==> config.mk <==
export PLATFORM = sky130hd
export DESIGN_NAME = peak_window_detector
export DESIGN_NICKNAME = d
export VERILOG_FILES = /design/src/rtl/peak_window_detector.sv
export SDC_FILE = /design/constraint.sdc
export NUM_CORES = 1
export LEC_CHECK = 0
export CELL_PAD_IN_SITES_DETAIL_PLACEMENT = 0
export CELL_PAD_IN_SITES_GLOBAL_PLACEMENT = 1
export CORE_MARGIN = 2
export CORE_UTILIZATION = 37
export DETAILED_ROUTE_END_ITERATION = 8
export PLACE_DENSITY = 0.74
export SETUP_SLACK_MARGIN = 0.15
export SYNTH_ARGS = -nofsm -noshare
export SYNTH_HDL_FRONTEND = slang
export SYNTH_SLANG_ARGS = --single-unit
==> constraint.sdc <==
create_clock -name clk -period 2.2 [get_ports clk]
set_clock_uncertainty 0.1 [all_clocks]
set_input_delay 0.44 -clock clk [delete_from_list [all_inputs] [get_ports clk]]
set_output_delay 0.44 -clock clk [all_outputs]
set_load 0.1 [all_outputs]
==> src/rtl/peak_window_detector.sv <==
// Peak-magnitude detector: reports the largest |sample - MIDSCALE| over each
// window of WINDOW accepted samples, with bad-sample and overrun flags.
module peak_window_detector #(
  parameter int DATA_WIDTH = 12,
  parameter int WINDOW     = 64,
  parameter int MIDSCALE   = 2048
) (
  input  logic                  clk,
  input  logic                  reset_n,
  input  logic                  en,
  input  logic [DATA_WIDTH-1:0] ast_sink_data,
  input  logic                  ast_sink_valid,
  input  logic [1:0]            ast_sink_error,
  output logic [DATA_WIDTH-1:0] ast_source_data,
  output logic                  ast_source_valid,
  output logic [1:0]            ast_source_error,
  input  logic                  ast_source_ready
);

  localparam int CNT_W = $clog2(WINDOW + 1);
  localparam logic [CNT_W-1:0] LAST_CNT = CNT_W'(WINDOW - 1);

  typedef enum logic {ACCUM = 1'b0, FLUSH = 1'b1} state_t;

  state_t                  state;
  state_t                  state_nxt;
  logic                    flush;
  logic [CNT_W-1:0]        sample_count;
  logic [DATA_WIDTH-1:0]   peak;
  logic                    bad_flag;
  logic                    sample_ok;
  logic                    sample_bad;
  logic [DATA_WIDTH-1:0]   mag_p0;

  function automatic logic [DATA_WIDTH-1:0] magnitude(input logic [DATA_WIDTH-1:0] d);
    logic signed [DATA_WIDTH:0] mid;
    logic signed [DATA_WIDTH:0] diff;
    mid  = (DATA_WIDTH + 1)'(MIDSCALE);
    diff = $signed({1'b0, d}) - mid;
    if (diff < 0) diff = -diff;
    return diff[DATA_WIDTH-1:0];
  endfunction

  assign mag_p0     = magnitude(ast_sink_data);
  assign sample_ok  = ast_sink_valid && (ast_sink_error == 2'b00);
  assign sample_bad = ast_sink_valid && (ast_sink_error != 2'b00);

  always_ff @(posedge clk or negedge reset_n) begin
    if (!reset_n) state <= ACCUM;
    else          state <= state_nxt;
  end

  always_comb begin
    state_nxt = state;
    if (!en) begin
      state_nxt = ACCUM;
    end else begin
      case (state)
        ACCUM:   if (ast_sink_valid && (sample_count == LAST_CNT)) state_nxt = FLUSH;
        FLUSH:   state_nxt = ACCUM;
        default: state_nxt = ACCUM;
      endcase
    end
  end

  always_comb begin
    flush = en && (state == FLUSH);
  end

  // Window accumulation; a sample arriving in FLUSH seeds the next window
  always_ff @(posedge clk or negedge reset_n) begin
    if (!reset_n) begin
      sample_count <= '0;
      peak         <= '0;
      bad_flag     <= 1'b0;
    end else if (!en) begin
      sample_count <= '0;
      peak         <= '0;
      bad_flag     <= 1'b0;
    end else if (flush) begin
      sample_count <= {{(CNT_W-1){1'b0}}, ast_sink_valid};
      peak         <= sample_ok ? mag_p0 : '0;
      bad_flag     <= sample_bad;
    end else if (ast_sink_valid) begin
      sample_count <= sample_count + 1'b1;
      if (sample_ok && (mag_p0 > peak)) peak <= mag_p0;
      if (sample_bad) bad_flag <= 1'b1;
    end
  end

  // Result register; bit1 records that an unread result was replaced
  always_ff @(posedge clk or negedge reset_n) begin
    if (!reset_n) begin
      ast_source_data  <= '0;
      ast_source_error <= 2'b00;
      ast_source_valid <= 1'b0;
    end else if (flush) begin
      ast_source_data  <= peak;
      ast_source_error <= {ast_source_valid && !ast_source_ready, bad_flag};
      ast_source_valid <= 1'b1;
    end else if (ast_source_valid && ast_source_ready) begin
      ast_source_valid <= 1'b0;
    end
  end

endmodule

; ---- Word level (Yosys, flattened, before mapping)
; Cells that the tools add are included.
; W data, S select, Z words.
[totals]
word_cells = 48
output_inout_bits = 15
in_bits = 19
ff_bits = 36
[classes]
n_mux = 18
n_eq_ne = 4
bitwise = 1
n_lt_le_gt_ge = 2
add_sub_neg = 3
n_reduce_logical = 13
[ops]
columns = cell, count
row1 = $mux W12, 6
row2 = $mux W7, 3
row3 = $lt A13 B1 Y1 const B, 1
row4 = $sub A12 B12 Y13 const B, 1
row5 = $gt A12 B12 Y1, 1
row6 = $neg A12 Y12, 1
row7 = $ne A3 B1 Y1 const B, 3
row8 = $mux W1, 8
row9 = $add A7 B1 Y7 const B, 1
row10 = $eq A7 B6 Y1 const B, 1
row11 = $logic_and A1 B1 Y1, 7
row12 = $reduce_and A2 Y1, 2
row13 = $reduce_bool A2 Y1, 2
row14 = $logic_not A2 Y1, 1
row15 = $pmux W1 S2, 1
row16 = $logic_not A1 Y1, 1
row17 = $not A1 Y1, 1

; ---- Longest topological paths before layout
[logic_depth]
depth_word = 9
depth_mapped = 12

; ---- Worst setup path after synthesis
; OpenSTA, ideal clock, no wires.
[synth_path]
path_type = input to register
start = input ast_sink_data[0]
end = register peak[10]
path_slack_ps = -777
path_stages = 12
n_path_buf = 1
required_ps = 1977
arrival_ps = 2754
cell_sequence = inv_1 > ha_1 > nor4b_1 > a31oi_1 > xor2_1 > ha_1 > nand2_1 > nor4_2 > a41o_1 > nor2_2 > buf_6 > mux2i_1
[synth_via]
elab_chain_len = 7
[synth_lines]
columns = element, line_no
row1 = from (decl), 11  ; input logic [DATA_WIDTH-1:0] ast_sink_data,
row2 = $sub A12 B12 Y13 (*), 39  ; diff = $signed({1'b0, d}) - mid;
row3 = $neg A12 Y12 or $lt A13 B1 Y1 (tied branches), 40  ; if (diff < 0) diff = -diff;
row4 = $mux W12 (*), 40
row5 = $gt A12 B12 Y1 or $mux W12 (tied branches), 86  ; if (sample_ok && (mag_p0 > peak)) peak <= mag_p0;
row6 = $logic_and A1 B1 Y1 or $mux W12 (tied branches), "86, 84"
row7 = $ne A3 B1 Y1 (no line) or $mux W12 (tied branches), --
row8 = $reduce_and A2 Y1 (no line) or $mux W12 (tied branches), --
row9 = to (signal assigned), 82  ; peak <= sample_ok ? mag_p0 : '0;
row10 = to (signal assigned), 86
row11 = to (decl), 29  ; logic [DATA_WIDTH-1:0] peak;
; Mark *: on every way between the ends. The rest lies on a longest branch, timed or not. The select of a mux whose other input is x is not followed.
; A chain may end at the register's enable or synchronous reset.

; ---- Final worst setup path
[layout_path]
start = input ast_sink_data[0]
end = register peak[6]
; Same word-level chain as after synthesis.

==> results.py <==
metrics = {
    "synthesis": {
        "ys_seq_elements": 36,
        "syn_nets": 237,
        "yosysWarnings": 0,
        "synth_ff_type": "dfrtp_1",
        "synth_top_family_by_area": "simple AND/OR/NAND/NOR gates",
        "synth_most_common_cell": "dfrtp_1",
        "yosysSeqAreaShare": 0.447,
        "synth.largest_area_cell": "dfrtp_1",
        "muxShareOfSynthArea": 0.0566,
        "synth_compound_area_frac": 0.130,
        "syn_avg_cell_area_um2": 9.87,
        "synth_cells": 204,
        "syn-cell-area_um2": 2010,
        "synth_xor_area_frac": 0.0566,
        "yosys-top-cells-area": "dfrtp_1 45%, ha_1 8.7%, xor2_1 4.4%",
        "yosys.cell_types.count": 39,
        "synth_edf_count": 0,
        "yosys.area_share.simple": 0.173,
        "synth_adder_area_share": 0.0870,
        "synth_top_area_share": 0.447,
        "async_flop_share": 1.00,
        "synth_commonest_cells": "36 x dfrtp_1, 22 x nand2_1, 17 x inv_1, 17 x o21ai_0, 14 x ha_1",
    },
    "floorplan": {
        "coreArea_um2": 5170,
        "fp.dieH_um": 77.8,
        "io_pins": 34,
        "die_area_um2": 6050,
        "rows": 26,
        "die_w_um": 77.8,
        "initial_core_util": 0.389,
    },
    "setup_path": {
        "crit_path_frequent_cell": "buf_6",
        "slowest_stage": "or4b_1",
        "crit_path_max_incr_delay_ns": 0.46,
        "cp-end-kind": "flop",
        "path_cells": "buf_6 -> buf_6 -> inv_12 -> ha_4 -> nor4b_4 -> buf_4 -> a21oi_2 -> xor2_1 -> ha_1 -> nand2_2 -> nor4_4 -> a221oi_4 -> buf_6 -> or4b_1 -> o21ai_1",
        "crit_path_start_kind": "primary input",
        "crit_path_max_fanout": 4,
        "criticalPathCategory": "in2reg",
        "critPathRequiredTime_ns": 2.31,
        "cp.arrival_ns": 2.93,
    },
    "drt": {
        "drc": 0,
        "drt_iter0_markers": 28,
        "finalWirelength_um": 4510,
        "vias_per_cell": 4.77,
        "vias": 1714,
        "drt_first_pass_iters": 4,
        "wire_per_inst_um": 12.6,
        "ant_nets": 0,
    },
    "power_and_ir_drop": {
        "p_per_area_nw_per_um2": 649,
        "peakVddDrop_uv": 256,
        "p_leak_nw": 1.46,
    },
    "cts": {
        "cts_buffers": 5,
        "root_buffer": "clkbuf_8",
        "clk_latency_ns": 0.28,
        "clock_sinks": 36,
        "clk_pin_slew_worst_paths_ns": 0.07,
        "htree_levels": 2,
        "cts.path.max_buffers": 2,
        "cts_tree": "done",
    },
    "status": {
        "outcome": "finished, violations left",
        "violations": "setup timing",
    },
    "placement": {
        "io_buffer_count": 33,
        "dpl.hpwl_um": 3350,
        "place_congestion": 0.727,
    },
    "job": {
        "cap_violations": 0,
    },
    "final_layout": {
        "drive_above_1_share": 0.377,
        "nNetsFinal": 321,
        "num_antenna_cells": 0,
        "utilization": 0.597,
        "area_growth_pct": 53.3,
    },
    "grt": {
        "grt_pass1_wl_um": 7880,
        "grtUsageTotal": 0.163,
        "grt_pass1_vias": 1772,
        "overflow": 0,
        "antenna_found_initial": 0,
        "grt_max_degree": 37,
    },
    "sta": {
        "layout_setup_ws_ns": -0.618,
        "rsz0062_at_grt": "yes",
        "min_period_ns": 2.82,
        "max_freq_mhz": 355,
        "slew_headroom": 0.470,
        "hold_viol_final": 0,
        "holdWs_ns": 0.347,
        "setup_violations": 12,
        "drv_slew": 0,
        "post-route-period-util": 1.28,
        "max_slew.worst_pin.slew_ns": 0.791,
    },
    "hold_path": {
        "hold_path.class": "reg2reg",
    },
}
## per-stage QoR
step	instance area [µm²]	power, mW	setup TNS [ns]	instances	setup slack (ns)
2_1_floorplan	2120	1.09	-4.06	204	-0.369
3_3_place_gp	2690	1.29	-15.86	332	-1.36
3_5_place_dp	2690	1.30	-16.08	332	-1.40
4_1_cts	3010	1.98	-6.43	357	-0.636
5_1_grt	3090	2.13	-7.90	359	-0.720
6_report	3090	2.00	-6.74	359	-0.618
## final timing paths
path / depth (start not counted) / slack (ns) / startpoint / end
setup / recovery: 15 / -0.62 / ast_sink_data[0] / peak[6]
hold / removal: 1 / 0.35 / sample_count[6] / state
setup reg to reg: 9 / -0.04 / peak[3] / peak[10]
hold reg to reg: 1 / 0.35 / sample_count[6] / state
max in group asynchronous: 2 / 1.20 / reset_n / ast_source_data[8]
min in group asynchronous: 2 / 0.48 / reset_n / ast_source_data[0]
## worst max-delay path, delay by kind of cell
kind                       cells  cell delay, ns
AOI/OAI and AO/OA              3            0.24
xor gates and xnor gates       1            0.18
adders and majority gates      2            0.42
buffers and inverters          5            0.57
and+or+nand+nor                4            1.06
## what timing repair did
item | CTS | global route
endpoints found under the setup margin | 12 | 12
pin swaps | 15 | 14
hold buffers | 0 | 0
hold endpoints to repair | 0 | 0
gates resized for setup | 35 | 13
setup buffers | 17 | 2
## where the power goes
part	internal [mW]	total (mW)	switching, mW
Combinational	0.361	0.707	0.346
Clock	0.336	0.556	0.220
Sequential	0.718	0.738	0.0206
Total	1.41	2.00	0.587
## placed cells by master (no fill, tap or decap), types with 7 or more instances in the layout
cell and instances:
buf_4 58, dfrtp_1 36, nand2_1 19, inv_1 15
o21ai_0 15, ha_1 12, nand2b_1 10, xor2_1 9
buf_6 9, nor2_1 8, a21oi_1 8, clkdlybuf4s50_1 8
mux2i_1 7
## cells by family (layout without fill, tap and decap cells)
kind of cell | count (synthesis) | count (layout)
buffers and inverters | 24 | 109
multiplexers | 11 | 11
adder cells (fa/ha/maj) | 14 | 14
AO/OA/AOI/OAI | 42 | 42
AND/OR/NAND/NOR | 64 | 64
XOR/XNOR | 13 | 13
flip-flops | 36 | 36
## flip-flops by register name, indices dropped and copies added (netlist names)
name              cells
bad_flag              1
sample_count          7
peak                 12
state                 1
ast_source_error      2
ast_source_valid      1
ast_source_data      12
## final cells by class
class | instances | area, µm²
inverter | 17 | 88.8
clock inverter | 2 | 35.0
tap | 70 | 87.6
timing repair buffer | 84 | 706
sequential | 36 | 901
clock buffer | 6 | 72.6
multi-input combinational | 144 | 1190
fill | 461 | 2090
## per-layer routing
metal | wire [µm] | global-route usage | up-vias
li1 | - | - | 876
met1 | 2060 | 0.202 | 801
met2 | 2260 | 0.283 | 32
met3 | 138 | 0.0302 | 5
met4 | 53 | 0.0589 | 0
met5 | 0 | 0 | -
(Power assumes the default switching activity.)
